**src/rtl/add_sub_seq.sv**
```systemverilog
// add_sub_seq: multi-cycle adder/subtractor.
//
// Adds or subtracts a WIDTH-bit operand pair SLICE bits per clock. The carry
// between slices is held in a register, so one SLICE-bit ripple chain is
// reused N = WIDTH/SLICE times. Valid/ready handshakes are used on both sides.
//
// Parameters:
//   WIDTH  operand/result width; must be a multiple of SLICE
//   SLICE  bits per clock (1..WIDTH)
//
// Ports:
//   clk        rising-edge clock
//   rst_n      synchronous active-low reset
//   in_valid   operand set present
//   in_ready   block can accept an operand set (IDLE and not in reset)
//   sub        0: in_1 + in_2 + c_in, 1: in_1 + ~in_2 + c_in
//   c_in       carry-in (set to 1 with sub=1 for two's-complement subtract)
//   in_1/in_2  operands
//   out_valid  result held and valid (DONE)
//   out_ready  consumer accepts the result
//   out        result (modulo 2^WIDTH)
//   c_out      carry out of bit WIDTH-1 (0 = borrow when subtracting)
//   ovf        signed overflow
//   zero       out == 0
//
// Optional feature macro: ADD_SUB_SEQ_FLAGS_EN
//   When defined, ovf and zero are computed and registered.
//   When undefined, ovf and zero are tied to 0.

module add_sub_seq #(
    parameter int WIDTH = 32,
    parameter int SLICE = 8
) (
    input  logic             clk,
    input  logic             rst_n,
    input  logic             in_valid,
    output logic             in_ready,
    input  logic             sub,
    input  logic             c_in,
    input  logic [WIDTH-1:0] in_1,
    input  logic [WIDTH-1:0] in_2,
    output logic             out_valid,
    input  logic             out_ready,
    output logic [WIDTH-1:0] out,
    output logic             c_out,
    output logic             ovf,
    output logic             zero
);

    localparam int N  = WIDTH / SLICE;
    localparam int KW = (N > 1) ? $clog2(N) : 1;
    localparam logic [KW-1:0] K_LAST = KW'(N - 1);

    typedef enum logic [1:0] {
        IDLE = 2'd0,
        CALC = 2'd1,
        DONE = 2'd2
    } state_t;

    state_t           state;
    logic [KW-1:0]    k;        // slice index being computed
    logic [WIDTH-1:0] op_a;     // latched in_1
    logic [WIDTH-1:0] op_b;     // latched in_2, already inverted for sub
    logic [WIDTH-1:0] acc;      // partial result, filled slice by slice
    logic             carry;    // carry into the current slice

    logic [SLICE-1:0] a_s;
    logic [SLICE-1:0] b_s;
    logic [SLICE-1:0] sum_s;
    logic [SLICE:0]   cy;       // cy[i] = carry into bit i of the slice
    logic [WIDTH-1:0] res_full; // acc with the current slice merged in
    logic             last;

    // Handshake outputs depend on state (and reset) only, never on
    // in_valid or out_ready.
    assign in_ready  = rst_n && (state == IDLE);
    assign out_valid = rst_n && (state == DONE);

    assign a_s  = op_a[k*SLICE +: SLICE];
    assign b_s  = op_b[k*SLICE +: SLICE];
    assign last = (k == K_LAST);

    // SLICE-bit ripple-carry chain fed from the carry register.
    assign cy[0] = carry;
    for (genvar i = 0; i < SLICE; i++) begin : g_rca
        assign sum_s[i]  = a_s[i] ^ b_s[i] ^ cy[i];
        assign cy[i + 1] = (a_s[i] & b_s[i]) | (cy[i] & (a_s[i] ^ b_s[i]));
    end

    // On the last slice this is the complete result, so out and zero can be
    // taken on the same edge as the final slice without an extra cycle.
    always_comb begin
        res_full = acc;
        res_full[k*SLICE +: SLICE] = sum_s;
    end

    always_ff @(posedge clk) begin
        if (!rst_n) begin
            state <= IDLE;
            k     <= '0;
            op_a  <= '0;
            op_b  <= '0;
            acc   <= '0;
            carry <= 1'b0;
            out   <= '0;
            c_out <= 1'b0;
        end else begin
            case (state)
                IDLE: begin
                    if (in_valid) begin
                        op_a  <= in_1;
                        op_b  <= sub ? ~in_2 : in_2;
                        carry <= c_in;
                        k     <= '0;
                        state <= CALC;
                    end
                end
                CALC: begin
                    acc   <= res_full;
                    carry <= cy[SLICE];
                    if (last) begin
                        // out/c_out only change here, so they hold the last
                        // result through DONE and the following IDLE.
                        out   <= res_full;
                        c_out <= cy[SLICE];
                        state <= DONE;
                    end else begin
                        k <= k + 1'b1;
                    end
                end
                DONE: begin
                    if (out_ready) state <= IDLE;
                end
                default: state <= IDLE;
            endcase
        end
    end

`ifdef ADD_SUB_SEQ_FLAGS_EN
    // Signed overflow: carry into the MSB differs from carry out of it.
    // The MSB is always the top bit of the final slice.
    always_ff @(posedge clk) begin
        if (!rst_n) begin
            ovf  <= 1'b0;
            zero <= 1'b0;
        end else if (state == CALC && last) begin
            ovf  <= cy[SLICE] ^ cy[SLICE-1];
            zero <= (res_full == '0);
        end
    end
`else
    assign ovf  = 1'b0;
    assign zero = 1'b0;
`endif

endmodule
```
**config.mk**
```make
export PLATFORM = sky130hd
export DESIGN_NAME = add_sub_seq
export DESIGN_NICKNAME = d
export VERILOG_FILES = /design/src/rtl/add_sub_seq.sv
export SDC_FILE = /design/constraint.sdc
export NUM_CORES = 1
export LEC_CHECK = 0
export ABC_AREA = 1
export BUFFER_PORTS_ARGS = -buffer_cell sky130_fd_sc_hd__buf_2
export CORE_MARGIN = 2
export CORE_UTILIZATION = 35
export DETAILED_ROUTE_END_ITERATION = 8
export PLACE_DENSITY_LB_ADDON = 0.15
export SLEW_MARGIN = 10
export SYNTH_ARGS = -nofsm -noshare
export SYNTH_HDL_FRONTEND = slang
export SYNTH_SLANG_ARGS = --single-unit
```
**constraint.sdc**
```tcl
create_clock -name clk -period 7.2 [get_ports clk]
set_input_delay 1.44 -clock clk [delete_from_list [all_inputs] [get_ports clk]]
set_output_delay 1.44 -clock clk [all_outputs]
set_load 0.05 [all_outputs]
```
### Word-level counts from Yosys, hierarchy flattened

Cells that the tools add are included.

* $add $sub $neg: 2
* eq/ne operators: 7
* shifts and indexed selects: 4
* mux-type cells: 11
* bitwise logic cells: 41
* reduce and logical (&&, ||, !) cells: 9

Operators with widths (number)
* $shiftx 32x6->8: 2
* $neg 5->34: 1
* $shift 8x34->32 const A: 1
* $shiftx 8x34->32: 1
* $bwmux 32: 1
* $mux 32: 1
* $not 32->32: 1
* $and 1x1->1: 16
* $xor 1x1->1: 16
* $mux 2: 5
* $ne 2x2->1 const B: 4
* $or 1x1->1: 8
* $pmux 2 s3: 1
* $reduce_and 2->1: 3
* $reduce_and 3->1: 2
* $eq 2x2->1 const B: 2
* $pmux 2 s2: 1
* $add 2x1->2 const B: 1
* $eq 2x1->1 const B: 1
* $logic_and 1x1->1: 2
* $logic_not 2->1: 1
* $pmux 1 s2: 1
* $reduce_bool 2->1: 1
* $mux 1: 1

* register bits: 134
* input port bits: 70
* output and inout port bits: 37
* logic and storage cells: 82

### Depth between registers and ports, before layout

Gate-level depths: netlist of run 1.

* depth in word-level cells: 19
* mapped depth: 23
* depth with buffers taken out: 21

### Least setup slack after synthesis of run 1

Ideal clock, no wire load.

* kind: register to register
* start point: register k[0]
* end point: register out[31]
* library setup time: 109 ps
* arrival time: 4371 ps
* data required time: 7091 ps
* path slack: 2720 ps
* stages on the path, launching flop included: 23
* path buffers: 2
* period minus slack after synthesis: 4480 ps
* path through: dfxtp_1 -> buf_2 -> clkbuf_1 -> nand2_1 -> o21ai_0 -> a21oi_1 -> fa_1 -> fa_1 -> fa_1 -> fa_1 -> fa_1 -> inv_1 -> fa_1 -> inv_1 -> fa_1 -> inv_1 -> fa_1 -> inv_1 -> nor2_1 -> nand3_1 -> nand3_1 -> nand2_1 -> inv_1

* cells in the longest elaborated chain, start to end: 19
* elaborated cells on any way between the ends: 45
* those cells by class: add/sub (1); eq/ne (1); shift (4); mux (1); bitwise (37); reduce/logical (1)

RTL lines
* from (decl): line 61 `logic [KW-1:0] k;`
* from (signal assigned): line 128 `k <= k + 1'b1;`
* $shiftx 32x6->8 (on tied branches): line 79, 80
* $xor 1x1->1: line 86, 87
* $and 1x1->1: line 87 `assign cy[i + 1] = (a_s[i] & b_s[i]) | (cy[i] & (a_s[i] ^ b_s[i]));`
* $or 1x1->1: line 87
* $and 1x1->1: line 87
* $or 1x1->1: line 87
* $and 1x1->1: line 87
* $or 1x1->1: line 87
* (+3 left out)
* $or 1x1->1: line 87
* $and 1x1->1: line 87
* $or 1x1->1: line 87
* $and 1x1->1: line 87
* $or 1x1->1: line 87
* $xor 1x1->1: line 86 `assign sum_s[i] = a_s[i] ^ b_s[i] ^ cy[i];`
* $shiftx 8x34->32: line 94 `res_full[k*SLICE +: SLICE] = sum_s;`
* $bwmux 32: line 94
* to (signal assigned): line 124 `out <= res_full;`
* to (decl): line 44 `output logic [WIDTH-1:0] out,`

Several ways; a longest one is shown, not always the timed one.
A chain may end at the register's enable or synchronous reset.

### Worst setup path after layout of run 1

* start point: register k[1]
* end point: register out[31]

Same word-level chain as after synthesis.

==> metrics.txt, run 1 <==
Worst Skew 10.5 ps; Rel. slew slack 27.6%; Initial DRC Count 342; die height 142 microns; Synth top area share 40.2%; Max Cap Violations 0; post-synthesis sequential area ratio 40.2%; PwrDens 257 nW/um^2; setup tns final 0 ps; CP top delay family adder cells; slowest cell delay on critical path 500 ps; flops & latches, synth 134; ys flop type dfxtp_1; final setup vio count 0; Mapped Cells 981; Final #Nets 1135; critical path depth 19; CP max FO 20; number of synthesized flops with an enable pin 0; Synth Area per Inst 6.80 sq um; clk_lat worst skew 420 ps; area leader, netlist dfxtp_1; Worst Hold Path Cells 2; postcts setup bufs 0; Worst Path Required 7510 ps; largest net degree at the start of global routing 99; Starting Density 35.7%; FILL cells 1997; fmax 209 MHz; IR drop worst, VDD 0.165 mV; Lkg Pwr 3.72 nW; H-tree lvl count 4; initial antenna violation count 0; Tcrit/Tclk final 66.4%; share of post-route cells with drive strength above 1 13.9%; crit-path most repeated cell fa_1; clock period minus worst slack 4780 ps; Startpoint Class flip-flop; Core Box Area 18700 sq um; Post-synth ARST share 0%; first-pass GRT wire length 28200 microns; FF-to-FF path depth 19; Reg-to-Reg Start k[1]; synth top area cells dfxtp_1 40%, nand2_1 10%, nor2_1 9.6%, inv_1 7.0%, nand3_1 6.9%; unrepaired setup endpoints after global routing no; Final Slew Violations 0; PostCTS Resize Cnt 0; slew of the pin with the lowest slew margin 1090 ps; Die Wd 142 microns; kind of critical path reg2reg; Detail Route Antenna Nets 0; drt wl/cell 13.4 microns; Synth cell types 23; Post-Place Cells 1266; Setup crit end out[31]; commonest non-fill, non-tap cell in the layout nand2_1; ordered list of cells on the worst path clkinv_1 -> a21oi_1 -> fa_1 -> fa_1 -> fa_1 -> fa_1 -> fa_1 -> inv_1 -> fa_1 -> inv_1 -> fa_1 -> inv_1 -> fa_1 -> inv_1 -> nor2_1 -> nand3_1 -> nand3_1 -> nand2_1 -> inv_1; gr usage total 17.8%; wirelength, routed 17400 microns; non-filler instance count after layout 1298; via/cell ratio 4.62; CTS Root Buffer Type clkbuf_16; die area 20200 sq um; clock edge transition at the registers on the reported setup and hold paths 60 ps; Top Ports 107; buffers plus inverters on the worst setup path 6; Hold Crit Class reg2reg; Max Root-Sink Buffers 2; cell area after placement 7200 sq um; Final Instance Area 7800 sq um; synth warn 0; R2R setup slack 2420 ps; Worst Path Arrival 5100 ps; Final Wtd Congestion 0.763; CP max stage cell dfxtp_1; drt drc 0; TritonRoute pass-1 iters 5; synthesized area 6670 sq um; final hold vios 0; CTS Hold Buffers Added 0; CTS tree done; Detail Placement HPWL 11700 microns; CP startpoint k[1]; site row count 50; vias in the first global route 5530; total gr overflow 0; sink count of the clock tree 134; Area Growth Syn to Fin 16.9%; input/output buffers 104; Worst R2R End out[31]; final total power 0.00201 W; via count 5991; hold slack 450 ps; status complete, no violations; Ant. Diodes 0; critical path capture point type flip-flop; Num CTS Buffers 17; most frequent cells in the layout 182 x nand2_1, 171 x nor2_1, 133 x dfxtp_1
==> registers in the layout, indices dropped and copies added, names as in the netlist <==
register / count
acc: 32
c_out: 1
carry: 1
k: 2
op_a: 32
op_b: 32
out: 32
state: 2
==> power by group <==
part           switching [W]  internal [W]  total (W)
logic               0.000204      0.000103   0.000307
clock network       0.000327      0.000554   0.000880
registers          0.0000286      0.000789   0.000818
==> cell families (layout without fill, tap and decap cells) <==
kind of cell | count (synthesis) | count (layout) | synth area share [%]
AND/OR/NAND/NOR | 456 | 456 | 28.0
buffers and inverters | 189 | 271 | 12.3
AO/OA/AOI/OAI | 155 | 155 | 11.7
flip-flops | 134 | 134 | 40.2
XOR/XNOR | 32 | 32 | 4.20
adder cells (fa/ha/maj) | 14 | 14 | 3.53
other | 1 | 2 | 0.0562
==> metal layers <==
layer  up-vias  global-route usage [%]  routed length, microns
li1       3185                       -                       -
met1      2640                    23.7                    8300
met2       155                    28.6                    7920
met3        11                    4.71                     944
met4         0                    4.47                     195
met5         -                       0                       0
==> how the worst min path moves through the flow <==
stage / startpoint / to / slack (ps)
global route: op_a[4] / op_a[4] / 470
CTS: op_a[6] / op_a[6] / 450
floorplan: op_a[0] / op_a[0] / 420
finish: op_a[2] / op_a[2] / 450
detailed placement: op_a[2] / op_a[2] / 450
global placement: op_a[4] / op_a[4] / 440
==> synth_stat cells (6+ instances only) <==
library cell and instances:
a21oi_1 83, clkbuf_1 22, ha_1 6, nand3_1 92, nand3b_1 6, buf_2 20, nand2_1 182, buf_6 9
xor2_1 32, dfxtp_1 134, o21ai_0 67, inv_1 125, fa_1 8, nor2_1 171
==> metrics by stage <==
stage	setup slack [ps]	utilization (%)
floorplan	2720	-
global route	2060	41.7
finish	2420	41.7
detailed placement	2420	38.5
global placement	2500	38.5
CTS	2400	41.7
==> worst register-to-register path, stage by stage, from the launching register on <==
cell and delay [ps]:
dfxtp_1 500, clkinv_1 430, a21oi_1 160, fa_1 430, fa_1 410, fa_1 390
fa_1 380, fa_1 370, inv_1 70, fa_1 160, inv_1 50, fa_1 350
inv_1 70, fa_1 430, inv_1 70, nor2_1 70, nand3_1 130, nand3_1 80
nand2_1 100, inv_1 40
==> area by class of cell <==
type                            count  area [sq um]  area share [%]
Multi-Input combinational cell    659          3180            40.7
Sequential cell                   134          2680            34.4
Timing Repair Buffer              109           558            7.16
Clock buffer                       24           502            6.44
Inverter                          130           488            6.26
Tap cell                          234           293            3.76
Clock inverter                      8          95.1            1.22
Note: power is estimated with default switching activity, not from simulation.
==> run 2, diff against run 1 <==
clock period = 4.65 ns   (was 7.2 ns; I/O delays follow)
==> run 2 against run 1 <==
Sequential power grew 54%. Count of clock-buffer cells in the layout down 2. Clock skew fell by 5.5 ps. First-iteration DRC count up 8.8%. Clock power is 68% higher. Worst hold slack improved by 6.4 ps. Register-to-register slack lost 2100 ps. Via count barely moved. Fmax is 11% higher. Sequential share of layout area down 0.46 points. Sequential cell count unchanged. Critical endpoint unchanged. Largest cell class unchanged. Largest power group unchanged.
==> metrics.txt, run 2 (synthesis results as in run 1) <==
largest net degree at the start of global routing 99 (unchanged); Num CTS Buffers 17 (unchanged); sink count of the clock tree 134 (unchanged); die area 20200 sq um (unchanged); Final Wtd Congestion 0.781 (+2.3%); clock edge transition at the registers on the reported setup and hold paths 60 ps (about the same); wirelength, routed 17100 microns (-1.3%); kind of critical path reg2reg; total gr overflow 0 (unchanged); Final #Nets 1142 (+0.62%); ordered list of cells on the worst path inv_1 -> nor2_1 -> nor2_1 -> a21oi_1 -> fa_1 -> fa_1 -> fa_2 -> fa_1 -> fa_1 -> inv_1 -> fa_1 -> inv_1 -> fa_1 -> inv_1 -> fa_1 -> inv_1 -> nor2_1 -> nand3_1 -> nand3_1 -> nand2_1 -> inv_1; Max Cap Violations 0 (unchanged); via count 5988 (-0.050%); drt drc 0 (unchanged); setup tns final 0 ps (unchanged); Startpoint Class flip-flop; vias in the first global route 5525 (-0.090%); H-tree lvl count 4 (unchanged); CTS tree done; gr usage total 17.5% (-0.25 points); Die Wd 142 microns (unchanged); first-pass GRT wire length 28000 microns (-0.56%); unrepaired setup endpoints after global routing no; Hold Crit Class reg2reg; Rel. slew slack 27.6% (about the same); Worst Path Required 4970 ps (-2540 ps); final setup vio count 0 (unchanged); Core Box Area 18700 sq um (unchanged); R2R setup slack 340 ps (-2080 ps); CTS Hold Buffers Added 0 (unchanged); input/output buffers 104 (unchanged); Detail Route Antenna Nets 0 (unchanged); final hold vios 0 (unchanged); via/cell ratio 4.59 (-0.51%); die height 142 microns (unchanged); Tcrit/Tclk final 92.7% (+26 points); drt wl/cell 13.1 microns (-1.7%); IR drop worst, VDD 0.261 mV (+58%); clk_lat worst skew 420 ps (about the same); CTS Root Buffer Type clkbuf_16; Starting Density 35.7% (unchanged); commonest non-fill, non-tap cell in the layout nand2_1; critical path capture point type flip-flop; Initial DRC Count 372 (+8.8%); Detail Placement HPWL 11700 microns (-0.63%); slowest cell delay on critical path 430 ps (-70 ps); status complete, no violations; Worst Path Arrival 4630 ps (-470 ps); Ant. Diodes 0 (unchanged); PwrDens 410 nW/um^2 (+59%); clock period minus worst slack 4310 ps (-473 ps); Final Slew Violations 0 (unchanged); initial antenna violation count 0 (unchanged); CP max FO 10 (-50%); most frequent cells in the layout 182 x nand2_1, 171 x nor2_1, 133 x dfxtp_1; CP max stage cell fa_1; crit-path most repeated cell fa_1; share of post-route cells with drive strength above 1 14.5% (+0.58 points); Max Root-Sink Buffers 2 (unchanged); postcts setup bufs 0 (unchanged); site row count 50 (unchanged); Top Ports 107 (unchanged); TritonRoute pass-1 iters 5 (unchanged); Lkg Pwr 3.78 nW (+1.6%); Area Growth Syn to Fin 18.4%; slew of the pin with the lowest slew margin 1090 ps (+0.0357 ps); hold slack 457 ps (+6.44 ps); fmax 232 MHz (+11%); Worst Skew 4.93 ps (-5.54 ps)
## run 2: final cells by class
type,count,area [sq um]
timing repair buffer,116,611
clock inverter,9,173
sequential,134,2680
tap,234,293
clock buffer,22,474
inverter,130,488
fill,2021,10800
multi-input combinational,659,3180
## run 2: path summary, 6_finish.rpt
path,from,end,cells past startpoint
min reg2reg,op_a[0],op_a[0],2
max reg2reg,k[0],out[31],21
max,k[0],out[31],21
min,op_a[0],op_a[0],2
## run 2: worst max-delay path: cells and delay by family, from the launching register on
family	cells	cell delay, ps
compound gates	1	60
flops	1	360
fa+ha+maj	8	2860
simple gates	6	500
buf+inv	6	430
## run 2: through the flow
| step | power, W | util [%] | std cells | worst slack [ps] | instance area, sq um |
|---|---|---|---|---|---|
| 3_3_place_gp | 0.00177 | 38.8 | 1273 | 335 | 7250 |
| 6_report | 0.00324 | 42.2 | 1304 | 339 | 7900 |
| 3_5_place_dp | 0.00178 | 38.8 | 1273 | 309 | 7250 |
| 5_1_grt | 0.00339 | 42.2 | 1304 | 35.4 | 7900 |
| 2_1_floorplan | 0.00164 | - | 982 | 170 | 6680 |
| 4_1_cts | 0.00327 | 42.2 | 1304 | 294 | 7900 |
## run 2: power by group
part | leakage (nW) | switching (W) | total [W] | internal, W
Sequential | 1.10 | 0.0000398 | 0.00126 | 0.00122
Combinational | 2.36 | 0.000322 | 0.000490 | 0.000168
Clock | 0.316 | 0.000496 | 0.00148 | 0.000988
Total | 3.78 | 0.000858 | 0.00324 | 0.00238
## run 2: repair_timing
item,4_1_cts,5_1_grt
hold endpoints to repair,0,0
setup endpoints to repair,0,2
gates resized for setup,0,1
## run 2: metal layers
layer  vias up  wire length [microns]  GRT usage [%]
met4         0                    144           4.74
li1       3204                      -              -
met1      2662                   8740           24.1
met5         -                      0              0
met2       113                   7610           27.7
met3         9                    649           3.97
